$ cat src/rtl/cpu_control_if.sv
// Memory-side bus of the 4-bit CPU controller.
// The controller drives the address, strobes and write data.
// The 16x4 memory returns combinational read data for the current address.
interface cpu_control_if #(
    parameter int DATA_WIDTH = 4,
    parameter int ADDR_WIDTH = 4
);
    logic [ADDR_WIDTH-1:0] mem_addr_o;
    logic                  mem_rd_en_o;
    logic                  mem_wr_en_o;
    logic [DATA_WIDTH-1:0] mem_data_o;
    logic [DATA_WIDTH-1:0] mem_data_i;

    modport master (
        output mem_addr_o,
        output mem_rd_en_o,
        output mem_wr_en_o,
        output mem_data_o,
        input  mem_data_i
    );

    modport slave (
        input  mem_addr_o,
        input  mem_rd_en_o,
        input  mem_wr_en_o,
        input  mem_data_o,
        output mem_data_i
    );
endinterface

$ cat src/rtl/cpu_control.sv
// Fetch/decode/execute controller for the 4-bit CPU.
// It owns PC, accumulator, IR/OPR/MDR and the Z/C flags.
// It sequences FETCH -> [OPERAND -> [MEMACC]] -> [EXEC] against a 16x4
// memory whose read data is combinational from the address.
module cpu_control #(
    parameter int DATA_WIDTH = 4,
    parameter int ADDR_WIDTH = 4
) (
    input  logic                  clk_i,
    input  logic                  reset_ni,
    input  logic                  run_i,
    input  logic [DATA_WIDTH-1:0] in_data_i,
    cpu_control_if.master         bus,
    output logic [DATA_WIDTH-1:0] out_data_o,
    output logic                  out_valid_o,
    output logic [ADDR_WIDTH-1:0] pc_o,
    output logic [DATA_WIDTH-1:0] acc_o
);

    localparam logic [1:0] S_FETCH   = 2'd0;
    localparam logic [1:0] S_OPERAND = 2'd1;
    localparam logic [1:0] S_MEMACC  = 2'd2;
    localparam logic [1:0] S_EXEC    = 2'd3;

    localparam logic [3:0] OP_NOP = 4'h0;
    localparam logic [3:0] OP_XOR = 4'h1;
    localparam logic [3:0] OP_AND = 4'h2;
    localparam logic [3:0] OP_OR  = 4'h3;
    localparam logic [3:0] OP_ADD = 4'h4;
    localparam logic [3:0] OP_INC = 4'h5;
    localparam logic [3:0] OP_DEC = 4'h6;
    localparam logic [3:0] OP_SUB = 4'h7;
    localparam logic [3:0] OP_JMP = 4'h8;
    localparam logic [3:0] OP_JZ  = 4'h9;
    localparam logic [3:0] OP_JC  = 4'hA;
    localparam logic [3:0] OP_LD  = 4'hB;
    localparam logic [3:0] OP_ST  = 4'hC;
    localparam logic [3:0] OP_IN  = 4'hD;
    localparam logic [3:0] OP_OUT = 4'hE;
    localparam logic [3:0] OP_LDI = 4'hF;

    logic [1:0]            state_q,    state_d;
    logic [ADDR_WIDTH-1:0] pc_q,       pc_d;
    logic [DATA_WIDTH-1:0] a_q,        a_d;
    logic [DATA_WIDTH-1:0] ir_q,       ir_d;
    logic [DATA_WIDTH-1:0] opr_q,      opr_d;
    logic [DATA_WIDTH-1:0] mdr_q,      mdr_d;
    logic                  z_q,        z_d;
    logic                  c_q,        c_d;
    logic [DATA_WIDTH-1:0] out_data_q, out_data_d;
    logic                  out_valid_q, out_valid_d;

    // Opcodes that are followed by an operand nibble.
    function automatic logic hasOperand(input logic [DATA_WIDTH-1:0] op);
        return !(op inside {OP_NOP, OP_INC, OP_DEC, OP_IN, OP_OUT});
    endfunction

    // Operand-carrying opcodes whose operand is a direct memory address.
    function automatic logic needsMemAccess(input logic [DATA_WIDTH-1:0] op);
        return op inside {OP_XOR, OP_AND, OP_OR, OP_ADD, OP_SUB, OP_LD, OP_ST};
    endfunction

    assign bus.mem_data_o = a_q;
    assign out_data_o     = out_data_q;
    assign out_valid_o    = out_valid_q;
    assign pc_o           = pc_q;
    assign acc_o          = a_q;

    // Next-state, datapath and memory-strobe decode for the current phase.
    always_comb begin
        state_d         = state_q;
        pc_d            = pc_q;
        a_d             = a_q;
        ir_d            = ir_q;
        opr_d           = opr_q;
        mdr_d           = mdr_q;
        z_d             = z_q;
        c_d             = c_q;
        out_data_d      = out_data_q;
        out_valid_d     = 1'b0;
        bus.mem_addr_o  = pc_q;
        bus.mem_rd_en_o = 1'b0;
        bus.mem_wr_en_o = 1'b0;

        case (state_q)
            S_FETCH: begin
                if (run_i) begin
                    bus.mem_rd_en_o = 1'b1;
                    ir_d            = bus.mem_data_i;
                    pc_d            = pc_q + ADDR_WIDTH'(1);
                    state_d         = hasOperand(bus.mem_data_i) ? S_OPERAND : S_EXEC;
                end
            end
            S_OPERAND: begin
                bus.mem_rd_en_o = 1'b1;
                opr_d           = bus.mem_data_i;
                pc_d            = pc_q + ADDR_WIDTH'(1);
                state_d         = needsMemAccess(ir_q) ? S_MEMACC : S_EXEC;
            end
            S_MEMACC: begin
                bus.mem_addr_o = opr_q;
                if (ir_q == OP_ST) begin
                    bus.mem_wr_en_o = 1'b1;
                    state_d         = S_FETCH;
                end else begin
                    bus.mem_rd_en_o = 1'b1;
                    mdr_d           = bus.mem_data_i;
                    state_d         = S_EXEC;
                end
            end
            default: begin
                state_d = S_FETCH;
                case (ir_q)
                    OP_XOR: begin a_d = a_q ^ mdr_q; c_d = 1'b0; end
                    OP_AND: begin a_d = a_q & mdr_q; c_d = 1'b0; end
                    OP_OR:  begin a_d = a_q | mdr_q; c_d = 1'b0; end
                    OP_ADD: {c_d, a_d} = {1'b0, a_q} + {1'b0, mdr_q};
                    OP_SUB: begin
                        c_d = (a_q < mdr_q);
                        a_d = a_q - mdr_q;
                    end
                    OP_INC: begin
                        c_d = (a_q == {DATA_WIDTH{1'b1}});
                        a_d = a_q + DATA_WIDTH'(1);
                    end
                    OP_DEC: begin
                        c_d = (a_q == '0);
                        a_d = a_q - DATA_WIDTH'(1);
                    end
                    OP_JMP: pc_d = opr_q;
                    OP_JZ:  if (z_q) pc_d = opr_q;
                    OP_JC:  if (c_q) pc_d = opr_q;
                    OP_LD:  a_d = mdr_q;
                    OP_IN:  a_d = in_data_i;
                    OP_LDI: a_d = opr_q;
                    OP_OUT: begin
                        out_data_d  = a_q;
                        out_valid_d = 1'b1;
                    end
                    default: ;
                endcase
                if (ir_q inside {OP_XOR, OP_AND, OP_OR, OP_ADD, OP_SUB, OP_INC,
                                 OP_DEC, OP_LD, OP_IN, OP_LDI}) begin
                    z_d = (a_d == '0);
                end
            end
        endcase
    end

    // Architectural state, cleared asynchronously so a reset aborts any phase.
    always_ff @(posedge clk_i or negedge reset_ni) begin
        if (!reset_ni) begin
            state_q     <= S_FETCH;
            pc_q        <= '0;
            a_q         <= '0;
            ir_q        <= '0;
            opr_q       <= '0;
            mdr_q       <= '0;
            z_q         <= 1'b0;
            c_q         <= 1'b0;
            out_data_q  <= '0;
            out_valid_q <= 1'b0;
        end else begin
            state_q     <= state_d;
            pc_q        <= pc_d;
            a_q         <= a_d;
            ir_q        <= ir_d;
            opr_q       <= opr_d;
            mdr_q       <= mdr_d;
            z_q         <= z_d;
            c_q         <= c_d;
            out_data_q  <= out_data_d;
            out_valid_q <= out_valid_d;
        end
    end

endmodule

$ cat src/flat_wrapper.sv
// flat-port wrapper written by rule: the top's interface ports become plain ports
module cpu_control_flat 
#(
    parameter int DATA_WIDTH = 4,
    parameter int ADDR_WIDTH = 4
)
  (clk_i, reset_ni, run_i, in_data_i, out_data_o, out_valid_o, pc_o, acc_o, bus_mem_addr_o, bus_mem_rd_en_o, bus_mem_wr_en_o, bus_mem_data_o, bus_mem_data_i);
  cpu_control_if #(.DATA_WIDTH(DATA_WIDTH), .ADDR_WIDTH(ADDR_WIDTH)) bus_i ();
  input  logic clk_i;
  input  logic reset_ni;
  input  logic run_i;
  input  logic [DATA_WIDTH-1:0] in_data_i;
  output logic [DATA_WIDTH-1:0] out_data_o;
  output logic out_valid_o;
  output logic [ADDR_WIDTH-1:0] pc_o;
  output logic [DATA_WIDTH-1:0] acc_o;
  output wire logic [$bits(bus_i.mem_addr_o)-1:0] bus_mem_addr_o;
  output wire logic [$bits(bus_i.mem_rd_en_o)-1:0] bus_mem_rd_en_o;
  output wire logic [$bits(bus_i.mem_wr_en_o)-1:0] bus_mem_wr_en_o;
  output wire logic [$bits(bus_i.mem_data_o)-1:0] bus_mem_data_o;
  input wire logic [$bits(bus_i.mem_data_i)-1:0] bus_mem_data_i;
  assign bus_mem_addr_o = bus_i.mem_addr_o;
  assign bus_mem_rd_en_o = bus_i.mem_rd_en_o;
  assign bus_mem_wr_en_o = bus_i.mem_wr_en_o;
  assign bus_mem_data_o = bus_i.mem_data_o;
  assign bus_i.mem_data_i = bus_mem_data_i;
  cpu_control #(.DATA_WIDTH(DATA_WIDTH), .ADDR_WIDTH(ADDR_WIDTH)) u_core (.clk_i(clk_i), .reset_ni(reset_ni), .run_i(run_i), .in_data_i(in_data_i), .bus(bus_i), .out_data_o(out_data_o), .out_valid_o(out_valid_o), .pc_o(pc_o), .acc_o(acc_o));
endmodule
$ cat config.mk
export PLATFORM = sky130hd
export DESIGN_NAME = cpu_control_flat
export DESIGN_NICKNAME = d
export VERILOG_FILES = /design/src/rtl/cpu_control_if.sv /design/src/rtl/cpu_control.sv /design/src/flat_wrapper.sv
export SDC_FILE = /design/constraint.sdc
export NUM_CORES = 1
export LEC_CHECK = 0
export CAP_MARGIN = 10
export CELL_PAD_IN_SITES_DETAIL_PLACEMENT = 1
export CELL_PAD_IN_SITES_GLOBAL_PLACEMENT = 1
export CORE_ASPECT_RATIO = 0.5
export CORE_MARGIN = 10
export CORE_UTILIZATION = 40
export DETAILED_ROUTE_END_ITERATION = 16
export PLACE_DENSITY_LB_ADDON = 0.1
export SKIP_LAST_GASP = 1
export SYNTH_ARGS = -nofsm -noshare
export SYNTH_HDL_FRONTEND = slang
export SYNTH_SLANG_ARGS = --single-unit
$ cat constraint.sdc
create_clock -name clk_i -period 3.86 [get_ports clk_i]
set_input_delay 0.579 -clock clk_i [delete_from_list [all_inputs] [get_ports clk_i]]
set_output_delay 0.579 -clock clk_i [all_outputs]
set_load 0.02 [all_outputs]
# Yosys cells after proc, flatten, opt, wreduce, memory -nomap -nowiden
# Index checks and enable logic that the tools add are counted.
# word_totals
ramBits	0
ff_bits	29
romBits	0
n_memories	0
latchBits	0
# classes
n_div	0
shift	0
bitwise	6
n_mul	0
magnitude_cmp	1
muxes	21
n_addsub	5
reduce_logical	17
eq_ne	25
# op_table
op	count
$eq A4 B4 Y1 const B	11
$pmux W4 S10	1
$eq A4 B3 Y1 const B	6
$pmux W4 S3	2
$mux W4	5
$reduce_bool A5 Y1	3
$logic_not A4 Y1	3
$reduce_and A2 Y1	5
$reduce_bool A10 Y1	1
$add A4 B1 Y4 const B	2
$eq A4 B2 Y1 const B	2
$ne A4 B1 Y1 const B	2
$mux W1	7
$reduce_bool A7 Y1	1
$mux W2	3
$pmux W2 S3	1
$reduce_or A3 Y1	2
$add A4 B4 Y5	1
$pmux W1 S5	1
$reduce_and A5 Y1	1
$and A4 B4 Y4	1
$eq A4 B1 Y1 const B	1
$lt A4 B4 Y1	1
$or A4 B4 Y4	1
9 further kinds	11

# Longest topological paths before layout
# logic_depth
depth_word	5
depth_mapped	11
ltp_nobuf	10

# Least setup slack after synthesis
# No wires, ideal clock.
# synth_timing
path_kind	register to register
start	register u_core.a_q[1] (netlist: u_core.acc_o[1])
end	register u_core.z_q
setup_time_ns	0.095
period_less_slack_ns	2.415
t_arrival_ns	2.319
slack_ns	1.445
path_stages_with_launch	10
path_cell_list	dfrtp_1 -> inv_1 -> xnor2_1 -> ha_1 -> or3_1 -> a21oi_1 -> a2111oi_0 -> a311oi_1 -> o211ai_1 -> o32ai_2
# synth_between
elab_chain_len	4
word_cells_on_any_way	10
# synth_lines
item	line_no	source
from (decl)	cpu_control.sv:44	logic [DATA_WIDTH-1:0] a_q, a_d;
from (signal assigned)	cpu_control.sv:155	a_q <= '0;
from (signal assigned)	cpu_control.sv:166	a_q <= a_d;
$sub A4 B1 Y4 (tied with other cells)	cpu_control.sv:128	a_d = a_q - DATA_WIDTH'(1);
$pmux W4 S10 *	cpu_control.sv:113	case (ir_q)
$mux W4 *	cpu_control.sv:85	case (state_q)
$logic_not A4 Y1 *	cpu_control.sv:144	z_d = (a_d == '0);
to (signal assigned)	cpu_control.sv:170	z_q <= z_d;
to (decl)	cpu_control.sv:48	logic z_q, z_d;
# Mark *: on every way between the ends. The rest lies on a longest branch, timed or not. The select of a mux whose other input is x is not followed.
# A chain may end at the register's enable or synchronous reset.

# Final worst setup path
# layout_timing
start	register u_core.ir_q[0]
end	register u_core.z_q
# layout_between
elab_chain_len	4
word_cells_on_any_way	15
# layout_lines
item	line_no	source
from (decl)	cpu_control.sv:45	logic [DATA_WIDTH-1:0] ir_q, ir_d;
from (signal assigned)	cpu_control.sv:167	ir_q <= ir_d;
$eq A4 B4 Y1 (tied with other cells)	cpu_control.sv:113, cpu_control.sv:142	
$pmux W4 S10	cpu_control.sv:113	
$mux W4	cpu_control.sv:85	
$logic_not A4 Y1	cpu_control.sv:144	
# Parallel ways exist; a longest one is shown, timed or not. The select of a mux whose other input is x is not followed.

==> flow_results.org <==
** Outcome
- The flow ran to the end, and the final reports show no timing, DRC or antenna violations.

** Worst setup path
- On the critical path, the stage with the largest delay is an instance of sky130_fd_sc_hd__dfrtp_1.
- STA puts the critical path data required time at a little over 4000 ps.
- Top fanout value on the critical path :: 23
- The worst setup path is of the flop to flop kind.
- The number of buffers and inverters on the critical path is 0.
- Crit path max-delay family :: compound AO/OA/AOI/OAI gates
- Walking the worst path, the cells encountered are or2b_1 > nor2_1 > xnor2_1 > ha_1 > or3_1 > a21oi_1 > a2111oi_0 > a311oi_1 > o211ai_1 > o32ai_2.
- The worst setup path is captured at a flop.
- Data arrival time of the worst path :: 3210 ps
- For this run, the slowest stage of the critical path takes 790 ps.
- Worst setup SP type :: flop

** Global routing
- The number of antenna violations at the first check in global routing came to 0.
- The first global-routing pass estimated 11900 um of wire.
- Global routing finished with a remaining overflow of 0.
- Entering global routing, the biggest net connects 30 pins.
- All-Layer GR Usage :: 0.157
- Vias in the first global route :: 2278

** Cells and area
- Diodes inserted :: 0
- Summing all non-filler instances in the final layout gives an area of 2860 um^2.
- Filler cells :: 672
- Summing all flip-flop and latch instances after layout gives 726 um^2.
- Layout Nets :: 318
- Area growth from synthesis to layout :: 22.1%
- The finished layout holds 364 standard cells, fillers aside.
- Of the cells placed in the final design, the portion with a size suffix greater than 1 is 0.120.
- Area of combinational cells with multiple inputs :: 1440 um^2
- Share of the core filled with cells in the final layout :: 0.513

** Clocking
- TritonCTS Sinks :: 29
- CTS tree :: built
- Counting along the longest clock path gives a buffer depth of 2.
- CTS Root Cell :: sky130_fd_sc_hd__clkbuf_16
- The number of hold buffers added after CTS was 0.
- Number of H-tree levels :: 2
- Clock latency on the worst-skew pair, taken at its later pin, is 280 ps.
- Cts repair resizes :: 0
- Post-CTS timing repair inserted 0 buffers for setup.
- Cts bufs inserted :: 5
- Clock-pin slew was measured on the worst setup and hold paths at about 50 ps.

** Yosys
- Total of warnings raised by yosys :: 0
- Net count after synthesis :: 290
- Per-instance average area after synthesis :: 8.93 um^2
- Count of state elements after synthesis :: 29
- The synthesized design contains 0 enable-type register cells.
- Cell area after technology mapping :: ~2300 um^2
- Sequential element share of the synthesized area :: 0.310
- Among all flip-flop cells after synthesis, the most frequent one is sky130_fd_sc_hd__dfrtp_1.
- Netlist cell types :: 55
- For this run, asynchronously set or reset flops after synthesis account for 1.00.
- Synthesized netlist cell count :: 262

** Placed design
- Number of instances in the placed design :: 356
- Cell area reported after detailed placement :: 2680 um^2
- Detailed placement HPWL :: between 5000 and 6000 um
- At the end of routability-driven placement, the weighted congestion stood at 0.837.
- Pre-CTS WS :: 929 ps
- # port buffers :: 33

** Route
- Number of detailed-routing iterations run before antenna repair :: 4
- Mean routed wirelength per cell :: 20.0 um
- After the first detailed-routing iteration, the DRC count stood at 130.
- Once detail routing completed, the nets flagged for antenna violations numbered 0.
- DRC violation count after routing :: 0
- Drt via density :: 5.88
- The routed layout has 2140 vias.
- Total length of routed wires :: just over 7000 um

** Die
- The die is 74.1 um tall.
- Core Area :: 5560 um^2
- Starting utilization of the core area :: 0.420
- Boundary Pins :: 34
- The floorplan step defined a die boundary enclosing ~9500 um^2.
- After floorplanning, the core was divided into 19 placement rows.
- In this run the horizontal extent of the chip is 128 um.

** Timing
- Shortest clock period the worst path allows after layout :: 3030 ps
- Final critical-path setup slack :: 833 ps
- Setup violations remaining at the end of the flow were counted as 0.
- On the final layout, the worst clock skew is 6.89 ps.
- The final max-slew violation count came to 0.
- Headroom to the max-slew limit :: 0.535
- Tightest Pin Transition :: 698 ps
- In the final timing run, aggregate negative setup slack is 0 ps.
- Part of the cycle the worst path needs :: 0.784
- Setup repair after global routing missed its margin :: no
- The tightest hold path in the finished design has a slack of 505 ps.
- Based on the critical path, the design can be clocked at up to 330 MHz.
- Final hold violation count :: 0

** Power and ir drop
- In this run the power density over the cells is around 1100 nW/um^2.
- VDD IR-drop max :: 0.443 mV
- The analysis attributes to cell leakage a power of 1.16 nW.
- Power Total :: slightly above 3 mW

** Flow run
- MaxCap Viol Count :: 0

** Min path
- The min-delay analysis places its worst path in the category flop to flop.
state kept, by name (all words and copies together) (netlist names):
name	flops
u_core.pc_o	4
u_core.ir_q	4
u_core.acc_o	4
u_core.out_valid_o	1
u_core.mdr_q	4
u_core.out_data_o	4
u_core.c_q	1
u_core.opr_q	4
u_core.z_q	1
u_core.state_q	2
path summary, 6_finish.rpt:
check,startpoint,end,slack [ps],depth (start not counted)
worst max register to register,u_core.ir_q[0],u_core.z_q,830,10
worst min-delay path,u_core.out_data_o[2],u_core.out_data_o[2],510,1
min in group asynchronous,reset_ni,u_core.acc_o[3],700,2
worst min register to register,u_core.out_data_o[2],u_core.out_data_o[2],510,1
worst max-delay path,u_core.ir_q[0],u_core.z_q,830,10
max in group asynchronous,reset_ni,u_core.opr_q[3],2880,2
Yosys cell counts (6+ instances only):
| library cell | n | area [um^2] |
|---|---|---|
| sky130_fd_sc_hd__a21oi_1 | 21 | 105 |
| sky130_fd_sc_hd__buf_4 | 6 | 45.0 |
| sky130_fd_sc_hd__dfrtp_1 | 29 | 726 |
| sky130_fd_sc_hd__ha_1 | 15 | 188 |
| sky130_fd_sc_hd__inv_1 | 15 | 56.3 |
| sky130_fd_sc_hd__mux2_2 | 13 | 146 |
| sky130_fd_sc_hd__mux2i_1 | 9 | 90.1 |
| sky130_fd_sc_hd__nand2_1 | 16 | 60.1 |
| sky130_fd_sc_hd__nand3_1 | 9 | 45.0 |
| sky130_fd_sc_hd__nor2_1 | 14 | 52.6 |
| sky130_fd_sc_hd__nor2b_1 | 11 | 68.8 |
| sky130_fd_sc_hd__nor3_1 | 7 | 35.0 |
| sky130_fd_sc_hd__o21ai_0 | 21 | 105 |
power breakdown:
group / switching, mW / internal [mW] / leakage [nW]
logic: 1.08 / 0.837 / 0.729
registers: 0.267 / 0.449 / 0.353
clock network: 0.143 / 0.321 / 0.0831
per-layer routing:
metal | routed length, um | up-vias | part of all wire | global-route usage
li1 | - | 1003 | - | -
met1 | 3230 | 1053 | 0.44 | 0.200
met2 | 3190 | 80 | 0.44 | 0.245
met3 | 803 | 4 | 0.11 | 0.0652
met4 | 35 | 0 | 0.0048 | 0.0347
met5 | 0 | - | 0 | 0
layout make-up:
| cell class | instances | share of cell area |
|---|---|---|
| flip-flops and latches | 29 | 0.254 |
| inverters | 16 | 0.0210 |
| multi-input cells | 201 | 0.505 |
| clock buffers | 6 | 0.0486 |
| clock inverters | 2 | 0.0131 |
| repair buffers | 37 | 0.126 |
| well taps | 73 | 0.0320 |
cells by family (layout without fill, tap and decap cells):
logic type / after synthesis / in the layout / share of synthesized area
simple gates: 83 / 83 / 0.195
compound gates: 74 / 74 / 0.204
buf+inv: 32 / 61 / 0.0733
flops: 29 / 29 / 0.310
mux: 22 / 22 / 0.101
fa+ha+maj: 17 / 17 / 0.0974
xor+xnor: 5 / 5 / 0.0187
cells in the final DEF, fill, tap and decap left out, types with 2 or more instances in the layout:
cell	Yosys	layout
sky130_fd_sc_hd__a21oi_1	21	21
sky130_fd_sc_hd__a2bb2oi_1	3	3
sky130_fd_sc_hd__a31oi_1	2	2
sky130_fd_sc_hd__and2_1	3	3
sky130_fd_sc_hd__buf_4	6	4
sky130_fd_sc_hd__clkbuf_16	0	5
sky130_fd_sc_hd__clkdlybuf4s50_1	0	33
sky130_fd_sc_hd__dfrtp_1	29	29
sky130_fd_sc_hd__fa_1	2	2
sky130_fd_sc_hd__ha_1	15	15
sky130_fd_sc_hd__inv_1	15	15
sky130_fd_sc_hd__mux2_2	13	13
sky130_fd_sc_hd__mux2i_1	9	9
sky130_fd_sc_hd__nand2_1	16	16
sky130_fd_sc_hd__nand2b_1	5	5
sky130_fd_sc_hd__nand3_1	9	9
sky130_fd_sc_hd__nand3b_1	2	2
sky130_fd_sc_hd__nand4_1	3	3
sky130_fd_sc_hd__nor2_1	14	14
sky130_fd_sc_hd__nor2b_1	11	11
sky130_fd_sc_hd__nor3_1	7	7
sky130_fd_sc_hd__nor3b_1	4	4
sky130_fd_sc_hd__o211ai_1	3	3
sky130_fd_sc_hd__o21a_1	2	2
sky130_fd_sc_hd__o21ai_0	21	21
sky130_fd_sc_hd__o21ai_1	2	2
sky130_fd_sc_hd__o22ai_1	3	3
sky130_fd_sc_hd__o31ai_1	2	2
sky130_fd_sc_hd__or2b_1	2	2
sky130_fd_sc_hd__xnor2_1	5	5
(Power assumes the default switching activity.)
